**src/rtl/clock_pkg.sv**
```systemverilog
// clock_pkg: shared constants, state type and helpers for the clock front panel.
// Select codes address one BCD digit of the clock counter. Edit digits are kept as a
// packed 6-entry array indexed in commit order: sec_d, sec_g, min_d, min_g, hour_d, hour_g.
package clock_pkg;

  localparam logic [2:0] SEL_SEC_D  = 3'd0;
  localparam logic [2:0] SEL_SEC_G  = 3'd1;
  localparam logic [2:0] SEL_MIN_D  = 3'd3;
  localparam logic [2:0] SEL_MIN_G  = 3'd4;
  localparam logic [2:0] SEL_HOUR_D = 3'd6;
  localparam logic [2:0] SEL_HOUR_G = 3'd7;

  localparam logic [3:0] LIM_ONES      = 4'd9;  // ones of sec/min/hour
  localparam logic [3:0] LIM_TENS      = 4'd5;  // tens of sec/min
  localparam logic [3:0] LIM_HOUR_G    = 4'd2;  // hour tens
  localparam logic [3:0] LIM_HOUR_D_HI = 4'd3;  // hour ones when hour tens is 2

  localparam logic [2:0] IDX_HOUR_D = 3'd4;
  localparam logic [2:0] IDX_HOUR_G = 3'd5;
  localparam logic [2:0] LAST_SLOT  = 3'd5;

  typedef enum logic [1:0] {IDLE, EDIT, COMMIT} state_e;

  // Cursor order 7 -> 6 -> 4 -> 3 -> 1 -> 0 -> 7.
  function automatic logic [2:0] next_cursor(input logic [2:0] c);
    case (c)
      SEL_HOUR_G: next_cursor = SEL_HOUR_D;
      SEL_HOUR_D: next_cursor = SEL_MIN_G;
      SEL_MIN_G:  next_cursor = SEL_MIN_D;
      SEL_MIN_D:  next_cursor = SEL_SEC_G;
      SEL_SEC_G:  next_cursor = SEL_SEC_D;
      default:    next_cursor = SEL_HOUR_G;
    endcase
  endfunction

  function automatic logic [2:0] idx_to_sel(input logic [2:0] idx);
    case (idx)
      3'd0:    idx_to_sel = SEL_SEC_D;
      3'd1:    idx_to_sel = SEL_SEC_G;
      3'd2:    idx_to_sel = SEL_MIN_D;
      3'd3:    idx_to_sel = SEL_MIN_G;
      3'd4:    idx_to_sel = SEL_HOUR_D;
      default: idx_to_sel = SEL_HOUR_G;
    endcase
  endfunction

  function automatic logic [2:0] sel_to_idx(input logic [2:0] sel);
    case (sel)
      SEL_SEC_D:  sel_to_idx = 3'd0;
      SEL_SEC_G:  sel_to_idx = 3'd1;
      SEL_MIN_D:  sel_to_idx = 3'd2;
      SEL_MIN_G:  sel_to_idx = 3'd3;
      SEL_HOUR_D: sel_to_idx = 3'd4;
      default:    sel_to_idx = 3'd5;
    endcase
  endfunction

  // Largest legal value of a digit; hour ones depends on the current hour tens.
  function automatic logic [3:0] digit_limit(input logic [2:0] idx, input logic [3:0] hour_g);
    case (idx)
      3'd0, 3'd2: digit_limit = LIM_ONES;
      3'd1, 3'd3: digit_limit = LIM_TENS;
      3'd4:       digit_limit = (hour_g == LIM_HOUR_G) ? LIM_HOUR_D_HI : LIM_ONES;
      default:    digit_limit = LIM_HOUR_G;
    endcase
  endfunction

endpackage

```
**src/rtl/btn_debounce.sv**
```systemverilog
// btn_debounce: 2-FF synchronizer, stable-sample debouncer and rising-edge pulse.
//   CLK_1kHz  in  panel clock
//   reset     in  asynchronous, active-high
//   btn       in  raw button, asynchronous
//   pulse     out one-cycle registered pulse per accepted rising edge
module btn_debounce #(
  parameter int unsigned DB_CYCLES = 20
) (
  input  logic CLK_1kHz,
  input  logic reset,
  input  logic btn,
  output logic pulse
);

  localparam int unsigned CW = $clog2(DB_CYCLES + 1);
  localparam logic [CW-1:0] CNT_LAST = CW'(DB_CYCLES - 1);

  logic          sync1_q, sync2_q;
  logic          level_q, level_d;
  logic          pulse_q, pulse_d;
  logic [CW-1:0] cnt_q, cnt_d;

  // A new level is accepted on its DB_CYCLES-th consecutive differing sample.
  always_comb begin
    level_d = level_q;
    pulse_d = 1'b0;
    cnt_d   = '0;
    if (sync2_q != level_q) begin
      if (cnt_q == CNT_LAST) begin
        level_d = sync2_q;
        pulse_d = sync2_q;
      end else begin
        cnt_d = cnt_q + 1'b1;
      end
    end
  end

  always_ff @(posedge CLK_1kHz or posedge reset) begin
    if (reset) begin
      sync1_q <= 1'b0;
      sync2_q <= 1'b0;
      level_q <= 1'b0;
      pulse_q <= 1'b0;
      cnt_q   <= '0;
    end else begin
      sync1_q <= btn;
      sync2_q <= sync1_q;
      level_q <= level_d;
      pulse_q <= pulse_d;
      cnt_q   <= cnt_d;
    end
  end

  assign pulse = pulse_q;

endmodule

```
**src/rtl/time_setter.sv**
```systemverilog
// time_setter: front-panel time entry; snapshots live time, edits it with three
// buttons and commits it digit by digit through the clock's set interface.
//   CLK_1kHz, reset                  panel clock, async active-high reset
//   btn_mode, btn_next, btn_up       raw buttons
//   second_/minute_/hour_ d,g        live BCD digits (d = ones, g = tens)
//   select, select_enable, num       set interface (registered)
//   editing, cursor                  panel status (registered)
module time_setter
  import clock_pkg::*;
#(
  parameter int unsigned DB_CYCLES   = 20,
  parameter int unsigned HOLD_CYCLES = 1100,
  parameter int unsigned TIMEOUT     = 15000
) (
  input  logic       CLK_1kHz,
  input  logic       reset,
  input  logic       btn_mode,
  input  logic       btn_next,
  input  logic       btn_up,
  input  logic [3:0] second_d,
  input  logic [3:0] second_g,
  input  logic [3:0] minute_d,
  input  logic [3:0] minute_g,
  input  logic [3:0] hour_d,
  input  logic [3:0] hour_g,
  output logic [2:0] select,
  output logic       select_enable,
  output logic [3:0] num,
  output logic       editing,
  output logic [2:0] cursor
);

  localparam int unsigned TW = $clog2(TIMEOUT + 1);
  localparam int unsigned HW = $clog2(HOLD_CYCLES + 1);
  localparam logic [TW-1:0] TO_LAST   = TW'(TIMEOUT - 1);
  localparam logic [HW-1:0] HOLD_LAST = HW'(HOLD_CYCLES - 1);

  logic mode_p, next_p, up_p;

  btn_debounce #(.DB_CYCLES(DB_CYCLES)) u_db_mode (
    .CLK_1kHz(CLK_1kHz), .reset(reset), .btn(btn_mode), .pulse(mode_p)
  );
  btn_debounce #(.DB_CYCLES(DB_CYCLES)) u_db_next (
    .CLK_1kHz(CLK_1kHz), .reset(reset), .btn(btn_next), .pulse(next_p)
  );
  btn_debounce #(.DB_CYCLES(DB_CYCLES)) u_db_up (
    .CLK_1kHz(CLK_1kHz), .reset(reset), .btn(btn_up), .pulse(up_p)
  );

  state_e          state_q, state_d;
  logic [5:0][3:0] digits_q, digits_d;
  logic [5:0][3:0] snap;
  logic [2:0]      cursor_q, cursor_d;
  logic [2:0]      cur_idx;
  logic [TW-1:0]   to_q, to_d;
  logic [2:0]      slot_q, slot_d, slot_n;
  logic [HW-1:0]   hold_q, hold_d;
  logic [2:0]      select_q, select_d;
  logic [3:0]      num_q, num_d;
  logic            en_q, en_d;
  logic            editing_q, editing_d;

  assign cur_idx = sel_to_idx(cursor_q);
  assign slot_n  = slot_q + 3'd1;

  // Snapshot with out-of-range live digits forced legal, so edits never start illegal.
  always_comb begin
    snap = {hour_g, hour_d, minute_g, minute_d, second_g, second_d};
    for (int i = 0; i < 6; i++) begin
      if (snap[i] > digit_limit(3'(i), 4'd0)) snap[i] = 4'd0;
    end
    if (snap[IDX_HOUR_G] == LIM_HOUR_G && snap[IDX_HOUR_D] > LIM_HOUR_D_HI) begin
      snap[IDX_HOUR_D] = LIM_HOUR_D_HI;
    end
  end

  always_comb begin
    state_d  = state_q;
    digits_d = digits_q;
    cursor_d = cursor_q;
    to_d     = to_q;
    slot_d   = slot_q;
    hold_d   = hold_q;
    select_d = select_q;
    num_d    = num_q;
    en_d     = en_q;
    unique case (state_q)
      IDLE: begin
        if (mode_p) begin
          digits_d = snap;
          cursor_d = SEL_HOUR_G;
          to_d     = '0;
          state_d  = EDIT;
        end
      end
      EDIT: begin
        if (mode_p || next_p || up_p) begin
          to_d = '0;
        end else if (to_q == TO_LAST) begin
          to_d    = '0;
          state_d = IDLE;
        end else begin
          to_d = to_q + 1'b1;
        end
        if (mode_p) begin
          state_d  = COMMIT;
          en_d     = 1'b1;
          slot_d   = '0;
          hold_d   = '0;
          select_d = idx_to_sel(3'd0);
          num_d    = digits_q[0];
        end else if (next_p) begin
          cursor_d = next_cursor(cursor_q);
        end else if (up_p) begin
          if (digits_q[cur_idx] >= digit_limit(cur_idx, digits_q[IDX_HOUR_G])) begin
            digits_d[cur_idx] = 4'd0;
          end else begin
            digits_d[cur_idx] = digits_q[cur_idx] + 4'd1;
          end
          // Hour tens stepping to 2 pulls hour ones down so the hour stays <= 23.
          if (cur_idx == IDX_HOUR_G && digits_d[IDX_HOUR_G] == LIM_HOUR_G &&
              digits_q[IDX_HOUR_D] > LIM_HOUR_D_HI) begin
            digits_d[IDX_HOUR_D] = LIM_HOUR_D_HI;
          end
        end
      end
      COMMIT: begin
        if (hold_q == HOLD_LAST) begin
          hold_d = '0;
          if (slot_q == LAST_SLOT) begin
            state_d  = IDLE;
            en_d     = 1'b0;
            slot_d   = '0;
            select_d = '0;
            num_d    = '0;
          end else begin
            slot_d   = slot_n;
            select_d = idx_to_sel(slot_n);
            num_d    = digits_q[slot_n];
          end
        end else begin
          hold_d = hold_q + 1'b1;
        end
      end
      default: state_d = IDLE;
    endcase
    editing_d = (state_d != IDLE);
  end

  always_ff @(posedge CLK_1kHz or posedge reset) begin
    if (reset) begin
      state_q   <= IDLE;
      digits_q  <= '0;
      cursor_q  <= SEL_HOUR_G;
      to_q      <= '0;
      slot_q    <= '0;
      hold_q    <= '0;
      select_q  <= '0;
      num_q     <= '0;
      en_q      <= 1'b0;
      editing_q <= 1'b0;
    end else begin
      state_q   <= state_d;
      digits_q  <= digits_d;
      cursor_q  <= cursor_d;
      to_q      <= to_d;
      slot_q    <= slot_d;
      hold_q    <= hold_d;
      select_q  <= select_d;
      num_q     <= num_d;
      en_q      <= en_d;
      editing_q <= editing_d;
    end
  end

  assign select        = select_q;
  assign num           = num_q;
  assign select_enable = en_q;
  assign editing       = editing_q;
  assign cursor        = cursor_q;

endmodule

```
**config.mk**
```make
export PLATFORM = sky130hd
export DESIGN_NAME = time_setter
export DESIGN_NICKNAME = d
export VERILOG_FILES = /design/src/rtl/clock_pkg.sv /design/src/rtl/btn_debounce.sv /design/src/rtl/time_setter.sv
export SDC_FILE = /design/constraint.sdc
export NUM_CORES = 1
export LEC_CHECK = 0
export CORE_UTILIZATION = 55
export DETAILED_ROUTE_END_ITERATION = 10
export MAX_ROUTING_LAYER = met4
export PLACE_DENSITY_LB_ADDON = 0.2
export SETUP_SLACK_MARGIN = 0.1
export SLEW_MARGIN = 30
export SYNTH_ARGS = -nofsm -noshare
export SYNTH_HDL_FRONTEND = slang
export SYNTH_SLANG_ARGS = --single-unit
export TNS_END_PERCENT = 10
```
**constraint.sdc**
```tcl
create_clock -name CLK_1kHz -period 6.6 [get_ports CLK_1kHz]
set_clock_uncertainty 0.2 [all_clocks]
set_input_delay 1.32 -clock CLK_1kHz [delete_from_list [all_inputs] [get_ports CLK_1kHz]]
set_output_delay 1.32 -clock CLK_1kHz [all_outputs]
set_load 0.1 [all_outputs]
```
==> flow_summary.yaml, run 1 <==
status:
  status: "completed"
worst_setup_path:
  path_class: "flip-flop to flip-flop"
  reg2reg_to: "digits_q[16]"
  crit_family: "simple AND/OR/NAND/NOR gates"
  worstPathMaxFanout: 21
  reg2reg_from: "cursor[2]"
  cp_slowest_cell: "dfstp_2"
  startpoint_type: "flip-flop"
  end_kind: "flip-flop"
  ff2ff_path_depth: 12
  worst-path-stages: 12
  cp.required_ns: 6.68
  cp_data_arrival_time_ns: 4.33
  r2r_slack_ns: 2.35
  critical_path.max_stage_delay_ns: 0.77
  path_cells: "nor3b_2 -> a22oi_2 -> a211o_1 -> inv_1 -> ha_1 -> o21a_1 -> nor2_1 -> or2_2 -> nand3_1 -> or4b_4 -> and2_4 -> a32o_1"
  worst-path-buf-inv: 1
run:
  drv_cap: 0
clocking:
  cts_buffers: 9
  cts_num_sinks: 93
  htreeDepth: 3
  cts_buffer_depth: 2
  clk_latency_ns: 0.38
  path_clk_slew_ns: 0.09
  cts.hold.buffers_added: 0
  root_buffer: "clkbuf_8"
  cts_tree: "built"
  cts_resized: 0
  cts_setup_buffers: 0
final_layout:
  final_common_cell: "dfrtp_1"
  antenna_cells: 0
  layout_common_cells: "90 x dfrtp_1, 67 x o21ai_0, 64 x nor2_1"
  drive_gt1_share_pct: 10.03
  fillers: 833
  fin_nets: 668
  area_delta_synth_final_pct: 10.93
power_and_ir_drop:
  p_leak_nw: 2.633
  power_w: 0.001084
  irDropWorstVdd_mv: 0.1206
  power.density_nw_per_um2: 173.2
die:
  core_um2: 9864
  die_y_um: 103.3
  initial_core_util_pct: 57.19
  die_w_um: 103.3
  pin_count: 41
  die-area_um2: 10670
  rows: 36
timing:
  slew_viol_final: 0
  setup_violations: 0
  hold_violations: 0
  worst_slack_ns: 2.349
  slew-limit-headroom_pct: 33.39
  rsz0062_at_grt: "false"
  period_share_pct: 64.40
  finalCriticalPeriod_ns: 4.251
  max_freq_ghz: 0.2353
  fin_tns_setup_ns: 0
  tightest_slew_ns: 0.9961
  holdWs_ns: 0.1641
place:
  port_buffers: 40
  pre_cts_slack_ns: 2.454
  gp_congestion: 0.9884
  dpl.hpwl_um: 9573
route:
  via_per_inst: 6.134
  drt_wl_total_um: 13470
  first_pass_iters: 5
  wl_per_cell_um: 17.70
  vias: 4668
  drcViolationCount: 0
  ant_nets: 0
  drtIter0Drc: 263
global_routing:
  overflow: 0
  grt_first_pass_wirelength_um: 21640
  grt_usage_pct: 28.10
  grt_max_degree: 57
  grt_pass1_vias: 4283
  antenna_found_initial: 0
synthesis:
  synth_fp_nets: 645
  syn-cell-area_um2: 5642
  synth_cells: 600
  synthFlopType: "dfrtp_1"
  ys_warn_count: 0
  ys_seq_area_share_pct: 41.32
  yosys.cell_types.count: 86
  synth_edf_count: 0
  ys_async_sr_fraction_pct: 100.0
  ys_ff_latch: 93
  postSynthAreaPerCell_um2: 9.403
hold_path:
  min_from: "u_db_mode.sync1_q"
  holdPathEnd: "u_db_mode.sync2_q"
  hold_depth: 0
  hp-class: "flip-flop to flip-flop"
==> sequential cells by signal (all words and copies together) (netlist names), 2 cells and up <==
register,count
to_q,14
u_db_next.cnt_q,5
digits_q,24
u_db_up.cnt_q,5
state_q,2
select,3
num,4
slot_q,3
hold_q,11
u_db_mode.cnt_q,5
cursor,3
==> final cells by class <==
cell class                 instances  area [um^2]  area share [%]
timing repair buffer              42        415.4           6.637
tap                              133        166.4           2.659
multi-input combinational        463         3063           48.94
inverter                          14        56.30          0.8996
clock inverter                     3        67.56           1.080
clock buffer                      13        158.9           2.539
sequential                        93         2331           37.25
==> power breakdown <==
| group | leakage (nW) | internal (W) | total [W] | switching (W) |
|---|---|---|---|---|
| registers | 1.20 | 0.000577 | 0.000583 | 0.00000619 |
| logic | 1.32 | 0.0000322 | 0.0000712 | 0.0000390 |
| clock network | 0.110 | 0.000234 | 0.000430 | 0.000195 |
==> cell usage after synthesis, types with 3 or more instances <==
cell type / instances / area, um^2
o32ai_1: 3 / 26.28
a22o_1: 6 / 52.55
clkbuf_1: 18 / 67.56
or2_2: 4 / 25.02
xor2_1: 16 / 140.1
mux4_2: 4 / 90.09
and3_1: 10 / 62.56
ha_1: 16 / 200.2
mux2i_1: 8 / 80.08
nand2b_1: 11 / 68.82
a21oi_1: 24 / 120.1
and2b_2: 3 / 26.28
dfrtp_1: 90 / 2252
nand4b_1: 4 / 35.03
a221oi_1: 5 / 43.79
inv_1: 13 / 48.80
o21ai_0: 67 / 335.3
nor3_1: 4 / 20.02
o31ai_1: 12 / 90.09
nor2_1: 64 / 240.2
nand3_1: 25 / 125.1
a31oi_1: 11 / 68.82
nand2_1: 60 / 225.2
o2bb2ai_1: 3 / 26.28
mux2_2: 6 / 67.56
nand4_1: 3 / 18.77
nor3b_1: 7 / 52.55
o22a_1: 3 / 26.28
xnor2_1: 7 / 61.31
nor4b_1: 4 / 35.03
o21a_1: 3 / 22.52
nor2b_1: 7 / 43.79
and2_1: 4 / 25.02
a32o_1: 3 / 30.03
dfstp_2: 3 / 78.83
buf_6: 5 / 56.30
==> worst max path at each step <==
| stage | startpoint | slack [ns] | to |
|---|---|---|---|
| 4_1_cts | cursor[2] | 2.42 | digits_q[16] |
| 2_1_floorplan | cursor[2] | 2.43 | digits_q[16] |
| 3_3_place_gp | cursor[2] | 2.50 | digits_q[17] |
| 6_report | cursor[2] | 2.35 | digits_q[16] |
| 5_1_grt | cursor[2] | 2.18 | digits_q[16] |
| 3_5_place_dp | cursor[2] | 2.45 | digits_q[16] |
==> cells by family (layout without fill, tap and decap cells) <==
logic type,count (synthesis),in the layout,share of synthesized area (%)
buffers and inverters,44,72,4.635
xor gates and xnor gates,24,24,3.859
and+or+nand+nor,234,234,21.87
DFF,93,93,41.32
adders and majority gates,16,16,3.548
muxes,18,18,4.214
AOI/OAI and AO/OA,171,171,20.56
==> layer usage <==
metal / wire length (um) / GRT usage, %
met1: 5925 / 35.86
met3: 837 / 5.242
met5: 0 / -
met2: 6464 / 45.13
met4: 246 / 9.534
==> per-stage QoR <==
step / cells / util [%] / cell area [um^2]
after floorplan: 600 / - / 5642
after global placement: 745 / 61.04 / 6021
after detailed placement: 745 / 61.04 / 6021
after CTS: 761 / 63.33 / 6247
after global routing: 761 / 63.44 / 6259
final: 761 / 63.44 / 6259
No activity file was read; power rests on OpenSTA's default activity.
==> run 2: changes to the inputs <==
clock period = 4.3 ns   (was 6.6 ns; I/O delays follow)
==> run 2 against run 1 <==
Core utilization rose by 0.39 points. Fmax rose by 6.7%. Clock-buffer cell count did not move. Critical path type unchanged.
==> flow_summary.yaml, run 2 (synthesis gave the netlist of run 1 again) <==
final_layout:
  fin_nets: 677
  final_util_pct: 63.84
  drive_gt1_share_pct: 11.62
  largest_register_ffs: 24
  layout_common_cells: "90 x dfrtp_1, 66 x o21ai_0, 64 x nor2_1"
  final_common_cell: "dfrtp_1"
  layout.cells.non_filler: 770
  fillers: 836
  area_delta_synth_final_pct: 11.62
  regArea_um2: 2335
  stdcell_area_um2: 6297
  largest_register: "digits_q"
  largestRegisters: "digits_q: 24 flops, to_q: 14 flops, hold_q: 11 flops"
  antenna_cells: 0
  multiInputGateArea_um2: 3052
timing:
  rsz0062_at_grt: "true"
  fin_tns_setup_ns: 0
  period_share_pct: 92.68
  max_freq_ghz: 0.2509
  tightest_slew_ns: 0.9724
  slew-limit-headroom_pct: 34.97
  slew_viol_final: 0
  finalCriticalPeriod_ns: 3.985
  setup_violations: 0
  hold_violations: 0
worst_setup_path:
  end_kind: "flip-flop"
  crit_family: "simple AND/OR/NAND/NOR gates"
  cp_slowest_cell: "dfstp_4"
  worstPathMaxFanout: 21
  startpoint_type: "flip-flop"
  worst-path-buf-inv: 0
  critical_path.max_stage_delay_ns: 0.75
  path_class: "flip-flop to flip-flop"
  path_cells: "or3b_1 -> o22a_1 -> a221o_2 -> ha_1 -> a2111oi_2 -> or2_2 -> nand3_1 -> or4b_4 -> and2_4 -> a32o_1"
  cp_data_arrival_time_ns: 4.05
  cp.required_ns: 4.36
hold_path:
  hp-class: "flip-flop to flip-flop"
die:
  initial_core_util_pct: 57.19
  core_um2: 9864
  die_y_um: 103.3
  rows: 36
  pin_count: 41
  die-area_um2: 10670
  die_w_um: 103.3
clocking:
  cts_tree: "built"
  path_clk_slew_ns: 0.09
  cts_buffer_depth: 2
  htreeDepth: 3
  cts_resized: 0
  root_buffer: "clkbuf_8"
  cts_setup_buffers: 0
  cts_num_sinks: 93
  clk_latency_ns: 0.38
  cts.hold.buffers_added: 0
  cts_buffers: 9
global_routing:
  antenna_found_initial: 0
  met3_usage_pct: 3.159
  overflow: 0
  met1_usage_pct: 36.51
  grt_most_used_layer: "met2"
  grt_usage_pct: 28.11
  grtUsageMet2_pct: 45.64
  grt_max_degree: 35
  grt_first_pass_wirelength_um: 22030
  grt_pass1_vias: 4416
route:
  wl_per_cell_um: 17.59
  vias: 4732
  via_per_inst: 6.145
  drcViolationCount: 0
  first_pass_iters: 5
  ant_nets: 0
  drt_wl_total_um: 13540
  drtIter0Drc: 295
power_and_ir_drop:
  p_leak_nw: 2.680
  power.density_nw_per_um2: 260.3
  irDropWorstVdd_mv: 0.1252
status:
  status: "completed"
place:
  port_buffers: 40
  place_area_um2: 6081
  dpl.hpwl_um: 9768
  gp_congestion: 0.9714
  dp_cells: 754
run:
  drv_cap: 0
run 2: cell types whose count changed in the layout (fill, tap and decap cells not counted), sizes merged:
cell	delta
bufinv	-1
buf	+12
clkinvlp	-1
clkdlybuf4s50	-3
clkinv	+2
run 2: through the flow:
step                hold slack [ns]  power [W]  worst slack [ns]
floorplan                    0.1312  0.0009702            0.1289
global placement             0.1332   0.001023            0.3406
detailed placement           0.1412   0.001027            0.3142
CTS                          0.1628   0.001649            0.2842
global route                 0.1720   0.001701           0.06594
finish                       0.1619   0.001639            0.3148
run 2: cell type report:
type	count	share of cell area (%)
repair buffers	51	7.550
multi-input cells	463	48.46
flip-flops and latches	93	37.08
clock buffers	13	2.682
clock inverters	3	0.6954
well taps	133	2.643
inverters	14	0.8941
run 2: final timing paths:
kind | startpoint | to | slack, ns | cells past startpoint
setup / recovery | cursor[2] | digits_q[17] | 0.31 | 10
hold reg to reg | u_db_next.sync1_q | u_db_next.sync2_q | 0.16 | 0
min in group asynchronous | reset | u_db_up.cnt_q[1] | 0.64 | 2
setup reg to reg | cursor[2] | digits_q[17] | 0.31 | 10
hold / removal | u_db_next.sync1_q | u_db_next.sync2_q | 0.16 | 0
max in group asynchronous | reset | digits_q[10] | 2.44 | 3
run 2: layer usage:
layer  part of all wire [%]  wire length, um
met1                     44             6021
met2                     49             6667
met3                    4.1              553
met4                    2.2              301
met5                      0                0
run 2: worst register-to-register path, delay by kind of cell (launching register included):
family / cells / cell delay [ns]
and+or+nand+nor: 5 / 1.38
AOI/OAI and AO/OA: 4 / 1.21
DFF: 1 / 0.75
adders and majority gates: 1 / 0.32
run 2: power by group:
| group | internal, W | switching (W) | total, W |
|---|---|---|---|
| registers | 0.000885 | 0.00000938 | 0.000895 |
| clock network | 0.000317 | 0.000313 | 0.000630 |
| logic | 0.0000537 | 0.0000607 | 0.000114 |
| total | 0.00126 | 0.000383 | 0.00164 |
